==> config.mk <==
export PLATFORM = sky130hd
export DESIGN_NAME = snitch_tcdm_shim
export DESIGN_NICKNAME = d
export VERILOG_FILES = /design/src/rtl/snitch_tcdm_shim.sv
export SDC_FILE = /design/constraint.sdc
export NUM_CORES = 1
export LEC_CHECK = 0
export CAP_MARGIN = 20
export CELL_PAD_IN_SITES_DETAIL_PLACEMENT = 0
export CELL_PAD_IN_SITES_GLOBAL_PLACEMENT = 1
export CORE_MARGIN = 1.5
export CORE_UTILIZATION = 25
export CTS_BUF_LIST = sky130_fd_sc_hd__clkbuf_16
export DETAILED_ROUTE_END_ITERATION = 12
export PLACE_DENSITY_LB_ADDON = 0.08
export SLEW_MARGIN = 20
export SYNTH_ARGS = -nofsm -noshare
export SYNTH_HDL_FRONTEND = slang
export SYNTH_SLANG_ARGS = --single-unit
==> constraint.sdc <==
create_clock -name clk_i -period 12.7 [get_ports clk_i]
set_input_delay 3.81 -clock clk_i [delete_from_list [all_inputs] [get_ports clk_i]]
set_output_delay 3.81 -clock clk_i [all_outputs]
set_load 0.05 [all_outputs]
==> src/rtl/snitch_tcdm_shim.sv <==
// Snitch data port to TCDM master shim.
// Registers requests and responses (one entry each) and uses a small ID table
// to map the interconnect's meta_id back to the core's request id.
// Payload layouts, MSB first:
//   dreq_i      {addr, write, amo, data, strb, id, lrwait}
//   tcdm_req_o  {tgt_addr, wen, be, data, amo, lrwait, core_id, meta_id}
//   tcdm_resp_i {data, core_id, meta_id}
//   dresp_o     {data, id, lrwait, error}
module snitch_tcdm_shim #(
  parameter int unsigned NumOutstanding = 4,
  parameter int unsigned CoreIdWidth    = 3,
  parameter logic [CoreIdWidth-1:0] CoreId = '0,
  parameter int unsigned AddrWidth      = 32,
  parameter int unsigned DataWidth      = 32,
  parameter int unsigned IdWidth        = 5,
  parameter int unsigned AmoWidth       = 4,
  parameter int unsigned MetaIdWidth    = 4,
  parameter int unsigned TCDMAddrWidth  = 14,
  parameter int unsigned ByteOffset     = 2,
  localparam int unsigned StrbWidth = DataWidth / 8,
  localparam int unsigned DreqWidth = AddrWidth + AmoWidth + DataWidth + StrbWidth + IdWidth + 2,
  localparam int unsigned TreqWidth = TCDMAddrWidth + StrbWidth + DataWidth + AmoWidth
                                      + CoreIdWidth + MetaIdWidth + 2,
  localparam int unsigned TrspWidth = DataWidth + CoreIdWidth + MetaIdWidth,
  localparam int unsigned DrspWidth = DataWidth + IdWidth + 2,
  localparam int unsigned CntWidth  = $clog2(NumOutstanding) + 1
) (
  input  logic                 clk_i,
  input  logic                 rst_i,
  input  logic [DreqWidth-1:0] dreq_i,
  input  logic                 dreq_valid_i,
  output logic                 dreq_ready_o,
  output logic [TreqWidth-1:0] tcdm_req_o,
  output logic                 tcdm_req_valid_o,
  input  logic                 tcdm_req_ready_i,
  input  logic [TrspWidth-1:0] tcdm_resp_i,
  input  logic                 tcdm_resp_valid_i,
  output logic                 tcdm_resp_ready_o,
  output logic [DrspWidth-1:0] dresp_o,
  output logic                 dresp_valid_o,
  input  logic                 dresp_ready_i,
  output logic [CntWidth-1:0]  outstanding_o
);

  localparam int unsigned IdxWidth = $clog2(NumOutstanding);

  // Request fields
  logic [AddrWidth-1:0] d_addr;
  logic                 d_write;
  logic [AmoWidth-1:0]  d_amo;
  logic [DataWidth-1:0] d_data;
  logic [StrbWidth-1:0] d_strb;
  logic [IdWidth-1:0]   d_id;
  logic                 d_lrwait;
  assign {d_addr, d_write, d_amo, d_data, d_strb, d_id, d_lrwait} = dreq_i;

  // Response fields; the echoed core_id carries no information for this shim
  logic [DataWidth-1:0]   r_data;
  logic [CoreIdWidth-1:0] r_core;
  logic [MetaIdWidth-1:0] r_meta;
  assign {r_data, r_core, r_meta} = tcdm_resp_i;

  logic unused_bits;
  assign unused_bits = ^{d_addr, r_core};

  // ID table
  logic [NumOutstanding-1:0]              slot_vld_q, slot_vld_d;
  logic [NumOutstanding-1:0][IdWidth-1:0] slot_id_q, slot_id_d;
  logic [NumOutstanding-1:0]              slot_lr_q, slot_lr_d;

  // Request / response registers
  logic                 req_vld_q, req_vld_d;
  logic [TreqWidth-1:0] req_q, req_d;
  logic                 rsp_vld_q, rsp_vld_d;
  logic [DrspWidth-1:0] rsp_q, rsp_d;
  logic [IdxWidth-1:0]  rsp_idx_q, rsp_idx_d;
  logic                 rsp_hit_q, rsp_hit_d;

  logic                   expecting, free_any, dreq_xfer, alloc_en, free_en, rsp_xfer;
  logic [IdxWidth-1:0]    alloc_idx, r_idx;
  logic                   r_in_range, r_hit;
  logic [MetaIdWidth-1:0] req_meta;
  logic [CntWidth-1:0]    cnt;

  assign expecting = !d_write || (d_amo != '0);

  // Lowest-index free slot; only registered validity counts, so a slot freed
  // this cycle becomes allocatable next cycle
  always_comb begin
    free_any  = 1'b0;
    alloc_idx = '0;
    for (int i = NumOutstanding - 1; i >= 0; i--) begin
      if (!slot_vld_q[i]) begin
        free_any  = 1'b1;
        alloc_idx = IdxWidth'(i);
      end
    end
  end

  assign dreq_ready_o = (!req_vld_q || tcdm_req_ready_i) && (!expecting || free_any);
  assign dreq_xfer    = dreq_valid_i && dreq_ready_o;
  assign alloc_en     = dreq_xfer && expecting;
  assign req_meta     = alloc_en ? MetaIdWidth'(alloc_idx) : '0;

  // A slot is released when the core accepts the response that hit it
  assign free_en = dresp_valid_o && dresp_ready_i && rsp_hit_q;

  assign tcdm_resp_ready_o = !rsp_vld_q || dresp_ready_i;
  assign rsp_xfer          = tcdm_resp_valid_i && tcdm_resp_ready_o;
  assign r_in_range        = 32'(r_meta) < NumOutstanding;
  assign r_idx             = r_meta[IdxWidth-1:0];
  assign r_hit = r_in_range && slot_vld_q[r_idx] && !(free_en && (rsp_idx_q == r_idx));

  // Count of occupied slots
  always_comb begin
    cnt = '0;
    for (int i = 0; i < NumOutstanding; i++) cnt = cnt + CntWidth'(slot_vld_q[i]);
  end
  assign outstanding_o = cnt;

  // ID table next state: free and allocate never hit the same slot
  always_comb begin
    slot_vld_d = slot_vld_q;
    slot_id_d  = slot_id_q;
    slot_lr_d  = slot_lr_q;
    if (free_en) slot_vld_d[rsp_idx_q] = 1'b0;
    if (alloc_en) begin
      slot_vld_d[alloc_idx] = 1'b1;
      slot_id_d[alloc_idx]  = d_id;
      slot_lr_d[alloc_idx]  = d_lrwait;
    end
  end

  // Request register: load on accept, drop once the interconnect takes it
  always_comb begin
    req_vld_d = req_vld_q && !tcdm_req_ready_i;
    req_d     = req_q;
    if (dreq_xfer) begin
      req_vld_d = 1'b1;
      req_d     = {d_addr[ByteOffset +: TCDMAddrWidth], d_write, d_strb, d_data, d_amo,
                   d_lrwait, CoreId, req_meta};
    end
  end

  // Response register: table lookup happens on capture
  always_comb begin
    rsp_vld_d = rsp_vld_q && !dresp_ready_i;
    rsp_d     = rsp_q;
    rsp_idx_d = rsp_idx_q;
    rsp_hit_d = rsp_hit_q;
    if (rsp_xfer) begin
      rsp_vld_d = 1'b1;
      rsp_idx_d = r_idx;
      rsp_hit_d = r_hit;
      if (r_hit) rsp_d = {r_data, slot_id_q[r_idx], slot_lr_q[r_idx], 1'b0};
      else       rsp_d = {r_data, {IdWidth{1'b0}}, 1'b0, 1'b1};
    end
  end

  // State registers
  always_ff @(posedge clk_i or posedge rst_i) begin
    if (rst_i) begin
      slot_vld_q <= '0;
      slot_id_q  <= '0;
      slot_lr_q  <= '0;
      req_vld_q  <= 1'b0;
      req_q      <= '0;
      rsp_vld_q  <= 1'b0;
      rsp_q      <= '0;
      rsp_idx_q  <= '0;
      rsp_hit_q  <= 1'b0;
    end else begin
      slot_vld_q <= slot_vld_d;
      slot_id_q  <= slot_id_d;
      slot_lr_q  <= slot_lr_d;
      req_vld_q  <= req_vld_d;
      req_q      <= req_d;
      rsp_vld_q  <= rsp_vld_d;
      rsp_q      <= rsp_d;
      rsp_idx_q  <= rsp_idx_d;
      rsp_hit_q  <= rsp_hit_d;
    end
  end

  assign tcdm_req_o       = req_q;
  assign tcdm_req_valid_o = req_vld_q;
  assign dresp_o          = rsp_q;
  assign dresp_valid_o    = rsp_vld_q;

endmodule

==> metrics <==
Final period util=76.2%; worst path arrival time=5860 ps; Die Y=149 um; setup ws final=3030 ps; Fmax=103 MHz; Max FO, Critical Path=3; number of CTS-inserted buffers=17; Setup Skew=7.27 ps; gr usage total=12.5%; Yosys warnings=0; final net count=687; status=finished, final reports clean; Max VDD drop=109 uV; setup TNS=0 ps; ys flop type=dfrtp_1; fin crit period=9670 ps; total core area=21000 um^2; Setup-failing EPs final=0; port bufs=206; RSZ-0062 raised after global routing=false; #FFs+latches synth=130; CTS tree=yes; Clk Tree Root Cell=clkbuf_16; met2 Use GR=20.3%; Clock transition at path regs=50 ps; Max-Cap Viols=0; Yosys cell types=34; Routability Congestion=0.678; Post-synth EDFFs=0; actual slew at the worst max-slew pin=813 ps; area of the mapped netlist=5320 um^2; commonest non-fill, non-tap cell in the layout=clkdlybuf4s50_1; clock sinks=130; Hold Violations, Final=0; die footprint=22200 um^2; vias per cell=4.18; Setup WS pre-CTS=2990 ps; Initial Util=25.4%; insertion delay to the later sink of the worst-skew pair=410 ps; Bufs on Longest Clock Path=2; Seq/Total Area, Yosys=61.1%; hold buffer count at cts=0; HP Class=flop to flop; slew margin rel.=45.7%; initial DRC count=153; layout cells sized above 1=22.4%; asr flop ratio synth=100%; pin count of the biggest net entering global routing=76; PostCTS Resize Cnt=0; pwr/cell area=265 nW/um^2; number of placed I/O pins=233; first-pass detailed-route iteration total=4; row cnt=53; GRT overflow=0; GR Util met1=15.8%; DRT antenna net count=0; CP endpoint kind=output port; WP data required=8890 ps; static leakage power=0.00338 uW; Vias=3541; initial antenna violation count=0; Pins Over Slew Limit=0; CTS H-tree depth=4; Ant. Diodes=0; Die Wd=149 um; HPWL after detailed placement=9760 um; Layout area overhead=53.1%; Syn Area/Cell=15.4 um^2; most frequent cells in the layout=clkdlybuf4s50_1 (206), dfrtp_1 (130), mux2_2 (85); Avg WL per Cell=15.9 um; Setup crit start kind=primary input; vias in the first global route=3684; Fillers=2060; grt peak-use layer=met2; Gate Count Post-Synth=346; CP Class=primary input to output port; detailed-route DRC error count=0; met3 Use GR=4.13%; global-route wire length before repair=21000 um; WL final=13500 um; total setup buffers inserted after CTS=0
==> final cells by class <==
class | instances | area, um^2 | share of cell area, %
Multi-Input combinational cell | 184 | 1890 | 23.2
Timing Repair Buffer | 209 | 2090 | 25.6
Clock buffer | 17 | 425 | 5.22
Inverter | 17 | 68.8 | 0.844
Tap cell | 275 | 344 | 4.22
Clock inverter | 15 | 78.8 | 0.967
Sequential cell | 130 | 3250 | 39.9
==> per-stage QoR <==
step	utilization (%)	hold slack (ps)	power, uW	area (um^2)	cells
after floorplan	-	469	1400	5340	350
after global placement	36.5	468	1750	7640	815
after detailed placement	36.5	466	1760	7640	815
after CTS	38.9	479	2200	8150	847
after global routing	38.9	494	2270	8150	847
final	38.9	473	2160	8150	847
==> critical path, stage by stage <==
cell,delay (ps)
clkdlybuf4s50_1,450
nor4b_2,450
a21oi_1,210
nor2_1,130
clkdlybuf4s50_1,820
==> worst paths after layout <==
kind | from | endpoint | slack, ps | depth (start not counted)
setup / recovery | dreq_i[43] | dreq_ready_o | 3030 | 5
hold / removal | dresp_o[3]$_DFFE_PP0P_ | dresp_o[3]$_DFFE_PP0P_ | 470 | 2
max in group asynchronous | rst_i | slot_lr_q[3]$_DFFE_PP0P_ | 7750 | 3
min in group asynchronous | rst_i | dresp_o[10]$_DFFE_PP0P_ | 3830 | 2
setup reg to reg | slot_vld_q[2]$_DFF_PP0_ | tcdm_req_o[62]$_DFFE_PP0P_ | 10270 | 5
hold reg to reg | dresp_o[3]$_DFFE_PP0P_ | dresp_o[3]$_DFFE_PP0P_ | 470 | 2
==> state kept, by name (all words and copies together) (netlist names) <==
name and flops:
slot_id_q 20, tcdm_req_valid_o 1, dresp_o 39, slot_lr_q 4
rsp_hit_q 1, slot_vld_q 4, tcdm_req_o 58, rsp_idx_q 2
dresp_valid_o 1
==> cells by family (layout without fill, tap and decap cells) <==
kind of cell	Yosys count	in the layout	synth area share [%]
mux	121	121	27.5
fa+ha+maj	4	4	1.08
flops	130	130	61.1
compound gates	21	21	2.70
simple gates	31	31	3.38
buf+inv	36	258	3.83
other cells	1	5	0.0704
xor+xnor	2	2	0.329
==> power by group <==
part | total, uW | leakage (uW) | switching, uW | internal (uW)
logic | 1080 | 0.00160 | 673 | 411
registers | 656 | 0.00153 | 79.8 | 576
clock network | 420 | 0.000249 | 178 | 243
==> layer usage <==
metal | vias up | part of all wire, %
met5 | - | 0
met4 | 0 | 1.0
met3 | 11 | 6.7
met2 | 122 | 48
met1 | 1765 | 44
li1 | 1643 | -
==> synthesized netlist by cell type (all sizes together) (2+ instances only) <==
cell	count	area (um^2)
inv	17	63.8
ha	3	37.5
nand4	2	12.5
a21oi	3	15.0
o31ai	2	15.0
o21ai	12	82.6
mux4	7	180
nor2	3	11.3
nand2b	6	37.5
xor2	2	17.5
dfrtp	130	3250
nor2b	2	12.5
mux2	114	1280
nand2	12	45.0
clkbuf	2	8.75
nor3	2	15.0
buf	17	131
Note: power is estimated with default switching activity, not from simulation.
